**config.mk**
```make
export PLATFORM = sky130hd
export DESIGN_NAME = bit_field_extractor
export DESIGN_NICKNAME = d
export VERILOG_FILES = /design/src/rtl/fieldext_pkg.sv /design/src/rtl/pipe_reg_slice.sv /design/src/rtl/bit_field_extractor.sv
export SDC_FILE = /design/constraint.sdc
export NUM_CORES = 1
export LEC_CHECK = 0
export BUFFER_PORTS_ARGS = -buffer_cell sky130_fd_sc_hd__buf_4
export CAP_MARGIN = 20
export CORE_ASPECT_RATIO = 1.2
export CORE_UTILIZATION = 60
export DETAILED_ROUTE_END_ITERATION = 8
export PLACE_DENSITY = 0.86
export SLEW_MARGIN = 20
export SYNTH_ARGS = -nofsm -noshare
export SYNTH_HDL_FRONTEND = slang
export SYNTH_HIERARCHICAL = 1
export SYNTH_SLANG_ARGS = --single-unit
```
**constraint.sdc**
```tcl
create_clock -name clk -period 3.8 [get_ports clk]
set_input_delay 0.38 -clock clk [delete_from_list [all_inputs] [get_ports clk]]
set_output_delay 0.38 -clock clk [all_outputs]
set_load 0.02 [all_outputs]
```
**src/rtl/fieldext_pkg.sv**
```systemverilog
// Shared widths, field descriptor and stage payload types for bit_field_extractor.
// Struct widths follow FE_DATA_W / FE_OUT_W; the top ties its parameters to them.
package fieldext_pkg;

  function automatic int lsb_w(input int data_w);
    return (data_w > 1) ? $clog2(data_w) : 1;
  endfunction

  localparam int FE_DATA_W = 32;
  localparam int FE_OUT_W  = 32;
  localparam int FE_LSB_W  = lsb_w(FE_DATA_W);

  typedef struct packed {
    logic [FE_LSB_W-1:0] lsb;
    logic [FE_LSB_W-1:0] len_m1;
    logic                is_signed;
    logic [1:0]          shl;
  } field_desc_t;

  typedef struct packed {
    logic [FE_DATA_W-1:0] field;
    logic [FE_LSB_W:0]    eff_len;
    logic                 is_signed;
    logic                 trunc;
    logic [1:0]           shl;
  } s1_payload_t;

  typedef struct packed {
    logic [FE_OUT_W-1:0] data;
    logic                trunc;
  } s2_payload_t;

endpackage

```
**src/rtl/pipe_reg_slice.sv**
```systemverilog
// One valid/ready register stage: loads when empty or when its content leaves this cycle.
module pipe_reg_slice #(
  parameter int W = 1
) (
  input  logic         clk,
  input  logic         rst_n,
  input  logic         in_valid,
  output logic         in_ready,
  input  logic [W-1:0] in_data,
  output logic         out_valid,
  input  logic         out_ready,
  output logic [W-1:0] out_data
);

  assign in_ready = !out_valid || out_ready;

  // NOTE: sequential state uses <= so every register samples pre-edge values.
  always_ff @(posedge clk or negedge rst_n) begin
    if (!rst_n) begin
      out_valid <= 1'b0;
      // NOTE: payload is reset too, so outputs read 0 while the stage is empty after reset.
      out_data  <= '0;
    end else if (in_ready) begin
      out_valid <= in_valid;
      if (in_valid) out_data <= in_data;
    end
  end

endmodule

```
**src/rtl/bit_field_extractor.sv**
```systemverilog
// Two-stage bit-field extract and zero/sign-extend unit with valid/ready on both sides.
// Optional FIELDEXT_SHL_EN adds in_shl: post-extension left shift by 0..3 bits.
module bit_field_extractor
  import fieldext_pkg::*;
#(
  parameter int  DATA_W = FE_DATA_W,
  parameter int  OUT_W  = FE_OUT_W,
  localparam int LSB_W  = lsb_w(DATA_W)
) (
  input  logic              clk,
  input  logic              rst_n,
  input  logic              in_valid,
  output logic              in_ready,
  input  logic [DATA_W-1:0] in_word,
  input  logic [LSB_W-1:0]  in_lsb,
  input  logic [LSB_W-1:0]  in_len_m1,
  input  logic              in_signed,
`ifdef FIELDEXT_SHL_EN
  input  logic [1:0]        in_shl,
`endif
  output logic              out_valid,
  input  logic              out_ready,
  output logic [OUT_W-1:0]  out_data,
  output logic              out_trunc
);

  if (DATA_W < 2) begin : g_bad_data_w
    $error("bit_field_extractor: DATA_W must be >= 2");
  end
  if (OUT_W < DATA_W) begin : g_bad_out_w
    $error("bit_field_extractor: OUT_W must be >= DATA_W");
  end
  if (DATA_W != FE_DATA_W || OUT_W != FE_OUT_W) begin : g_pkg_w
    $error("bit_field_extractor: DATA_W/OUT_W must match fieldext_pkg FE_DATA_W/FE_OUT_W");
  end

  logic [1:0] shl_in;
`ifdef FIELDEXT_SHL_EN
  assign shl_in = in_shl;
`else
  assign shl_in = 2'b00;
`endif

  // Stage 1: shift the field down and work out how many of its bits exist in the word.
  field_desc_t       desc;
  s1_payload_t       s1_next;
  logic [LSB_W:0]    len_full;
  logic [LSB_W:0]    room;

  // NOTE: every always_comb output gets a default first so no latch is inferred.
  always_comb begin
    desc           = '0;
    desc.lsb       = in_lsb;
    desc.len_m1    = in_len_m1;
    desc.is_signed = in_signed;
    desc.shl       = shl_in;

    len_full = {1'b0, desc.len_m1} + (LSB_W + 1)'(1);
    if ({1'b0, desc.lsb} >= (LSB_W + 1)'(DATA_W)) room = '0;
    else room = (LSB_W + 1)'(DATA_W) - {1'b0, desc.lsb};

    s1_next           = '0;
    s1_next.field     = in_word >> desc.lsb;
    s1_next.eff_len   = (len_full < room) ? len_full : room;
    s1_next.is_signed = desc.is_signed;
    s1_next.trunc     = (len_full > room);
    s1_next.shl       = desc.shl;
  end

  logic        s1_valid;
  logic        s2_in_ready;
  s1_payload_t s1_q;

  pipe_reg_slice #(.W($bits(s1_payload_t))) u_s1 (
    .clk       (clk),
    .rst_n     (rst_n),
    .in_valid  (in_valid),
    .in_ready  (in_ready),
    .in_data   (s1_next),
    .out_valid (s1_valid),
    .out_ready (s2_in_ready),
    .out_data  (s1_q)
  );

  // Stage 2: keep eff_len low bits, fill above with the field's top bit or zero, then scale.
  s2_payload_t      s2_next;
  logic [OUT_W-1:0] ext;
  logic             sign_bit;
  logic             fill;

  always_comb begin
    sign_bit = 1'b0;
    for (int i = 0; i < DATA_W; i++) begin
      if (i == int'(s1_q.eff_len) - 1) sign_bit = s1_q.field[i];
    end
    fill = s1_q.is_signed & sign_bit;

    ext = '0;
    for (int i = 0; i < OUT_W; i++) ext[i] = fill;
    for (int i = 0; i < DATA_W; i++) begin
      if (i < int'(s1_q.eff_len)) ext[i] = s1_q.field[i];
    end

    s2_next       = '0;
    s2_next.data  = ext << s1_q.shl;
    s2_next.trunc = s1_q.trunc;
  end

  s2_payload_t s2_q;

  pipe_reg_slice #(.W($bits(s2_payload_t))) u_s2 (
    .clk       (clk),
    .rst_n     (rst_n),
    .in_valid  (s1_valid),
    .in_ready  (s2_in_ready),
    .in_data   (s2_next),
    .out_valid (out_valid),
    .out_ready (out_ready),
    .out_data  (s2_q)
  );

  assign out_data  = s2_q.data;
  assign out_trunc = s2_q.trunc;

endmodule
```
==> impl_results.md <==
* TNS Setup at 0 ns
* Synth top cells by count: 82 x nor2_1, 79 x nand2_1, 77 x dfrtp_1
* Most used cell, CP: a221o_1
* Final core occ at approximately 70%
* Fmax at 287 MHz
* CTS resizes at 0
* Num rows at 43
* Antenna Nets Post-Route at 0
* Slew Viols, Final at 0
* CP arrival at 3.70 ns
* First-pass GRT wire length at 31500 um
* Worst-path cell chain: or2_0 -> a22o_1 -> a221o_1 -> a211oi_2 -> a221o_1 -> buf_12 -> nand2_1 -> a311oi_1 -> a21oi_1 -> mux2_4
* Proportion of layout cells with a drive suffix above 1 at 30.5%
* Slew margin rel. at 37.1%
* Post-synthesis cell type count at 75
* Detailed-route wire length at 19600 um
* Clock Skews at 0.00538 ns
* Postcts setup bufs at 0
* Post-synthesis compound-gate area fraction at 16.5%
* Ant diodes at 0
* Crit path kind: flop to flop
* CP max stage delay at 0.52 ns
* Largest family of logic cells by synthesized area: multiplexers
* Syn. warnings at 6
* Area share of the largest cell type after synthesis at a little over a quarter
* IO Port Bufs at 81
* Initial antenna violation count at 0
* Leakage at 3.89 nW
* DR DRC count at 0
* Req. time, crit path at between 4 and 5 ns
* Die width at 102 um
* Number of flops mapped to enable cells by yosys at 0
* Area leader, netlist: dfrtp_1
* Critical Path End Type: flop
* Number of global-route vias before repair at 6096
* Crit path max fanout at 19
* CTS tree: built
* Clock Sinks at just under 80
* Syn-to-layout area delta at 13.2%
* Max-Cap Viols at 0
* Routed length per instance at 20.0 um
* Largest cells by area after synthesis: dfrtp_1 27%, mux2_4 15%, mux2i_1 10%
* CP delay by family, top: compound AO/OA/AOI/OAI gates
* RSZ-0062 raised after global routing: no
* DR iter-0 viols at 442
* Total number of vias at 6173
* Largest net degree at the start of global routing at 78
* Via-per-instance ratio at 6.29
* Core area at 0.0116 sq mm
* Register area share after synthesis at 26.9%
* Syn Area/Cell at a little over 9 sq um
* Ports at a little over 80
* Longest Clk Path Bufs at 2
* Synth Area in Simple Gates at 15.4%
* Mux share of post-synthesis cell area at 33.0%
* Adder-Cell Fraction of Synth Area at 1.40%
* Synth Area in XOR/XNOR at less than 1%
* WP buf/inv at 1
* Most frequent cell after synthesis: nor2_1
* Power Dens Cells at 598 mW/mm^2
* Tot GR Track Use at between 30% and 40%
* Worst-Margin Slew at 0.944 ns
* Syn Inst Count at around 770
* Worst r2r src: u_s1/out_data[4]
* Ys async rst share at 100%
* Num CTS Buffers at 9
* Area of placed instances at 0.00779 sq mm
* Worst-path clk slew at 0.06 ns
* FF+latch count, synth at 77
* Hold Fails Final Rpt at 0
* Total power at just under 5 mW
* Setup violators final at 0
* Fin crit period at 3.48 ns
* HP Class: input port to asynchronous set/reset pin
* Worst reg2reg path depth at 10
* Fin crit share at 91.6%
* Slowest cell on the critical path: dfrtp_1
* Synth Flop Type: dfrtp_1
* CTS H-Tree Depth at 3
* Die area at between 0.01 and 0.015 sq mm
* Max rail drop VDD at 350 uV
* Clock Root Buffer: clkbuf_16
* GPL Wtd Cong at 1.02
* Flop2flop setup slack at 0.32 ns
* CTS Hold Bufs at 0
* Initial core utilization at 61.6%
* CP startpoint kind: flop
* Clk Latency, worst-skew pair at 0.34 ns
* Die Y at 122 um
* Detailed Place HPWL at 15100 um
* Run status: complete, no violations
* Terminus of the critical flop-to-flop path: u_s2/out_data[21]
* Final cell area excluding filler cells at 0.00811 sq mm
* GRT Residual Overflow at 0
* Nets@finish at 876
* Synth Cell Area at approximately 0.0072 sq mm
* First-pass DRT Iterations at 5
==> worst register-to-register path, stage by stage (launching register included) <==
cell and delay, ns:
dfrtp_1 0.52, or2_0 0.42, a22o_1 0.32, a221o_1 0.37, a211oi_2 0.36, a221o_1 0.25
buf_12 0.16, nand2_1 0.09, a311oi_1 0.45, a21oi_1 0.15, mux2_4 0.28
==> registers in the layout (all words and copies together), names as in the netlist <==
signal	count
u_s1/out_data	42
u_s1/out_valid	1
u_s2/out_data	33
u_s2/out_valid	1
==> where the power goes <==
| part | internal, mW | total, mW | switching [mW] | leakage [nW] |
|---|---|---|---|---|
| Sequential | 1.06 | 1.28 | 0.226 | 0.972 |
| Clock | 0.588 | 0.905 | 0.317 | 0.152 |
| Combinational | 1.25 | 2.66 | 1.41 | 2.77 |
==> cells in the final DEF, fill, tap and decap left out, types with 4 or more instances in the layout <==
master	instances
buf_4	103
nor2_1	82
nand2_1	79
dfrtp_1	77
mux2i_1	73
mux2_4	70
a21oi_1	44
o21ai_0	36
mux2_2	32
inv_1	16
nand3_1	14
nor3_1	12
o22ai_1	12
a211oi_1	11
mux4_2	10
nor2b_1	10
a31oi_1	9
clkbuf_16	9
ha_1	8
a21o_1	7
nand2b_1	6
a221o_1	6
o21ai_1	6
or3_1	4
a22oi_1	4
o211ai_1	4
==> stage by stage <==
| step | worst slack, ns | std cells | hold slack, ns |
|---|---|---|---|
| 2_1_floorplan | 0.425 | 772 | 0.0844 |
| 3_3_place_gp | 0.475 | 967 | 0.493 |
| 3_5_place_dp | 0.395 | 967 | 0.495 |
| 4_1_cts | 0.390 | 982 | 0.218 |
| 5_1_grt | 0.0943 | 982 | 0.262 |
| 6_report | 0.319 | 982 | 0.159 |
==> cell families (layout without fill, tap and decap cells) <==
family                   count (synthesis)  in the layout
buffers and inverters                   82            135
AND/OR/NAND/NOR                        236            236
AO/OA/AOI/OAI                          176            176
XOR/XNOR                                 6              6
adder cells (fa/ha/maj)                  8              8
multiplexers                           185            185
flip-flops                              77             77
other                                    1              2
==> metal layers <==
layer / GRT usage [%] / up-vias / part of all wire [%]
li1: - / 2911 / -
met1: 38.2 / 2957 / 40
met2: 60.3 / 251 / 52
met3: 4.07 / 54 / 4.5
met4: 15.6 / 0 / 3.7
met5: 0 / - / 0
==> how the worst max path moves through the flow <==
stage / start / to / slack [ns] / depth (start not counted)
2_1_floorplan: in_lsb[0] / u_s1/out_data[5] / 0.42 / 12
3_3_place_gp: u_s1/out_data[4] / u_s2/out_data[21] / 0.47 / 10
3_5_place_dp: u_s1/out_data[4] / u_s2/out_data[22] / 0.40 / 9
4_1_cts: u_s1/out_data[4] / u_s2/out_data[22] / 0.39 / 9
5_1_grt: u_s1/out_data[4] / u_s2/out_data[8] / 0.09 / 10
6_report: u_s1/out_data[4] / u_s2/out_data[21] / 0.32 / 10
==> cell type report <==
cell class	count	area, sq um
clock inverter	4	72.6
multi-input combinational	613	4810
timing repair buffer	104	793
sequential	77	1930
inverter	16	60.1
fill	958	3510
tap	157	196
clock buffer	11	243
Note: power is estimated with default switching activity, not from simulation.
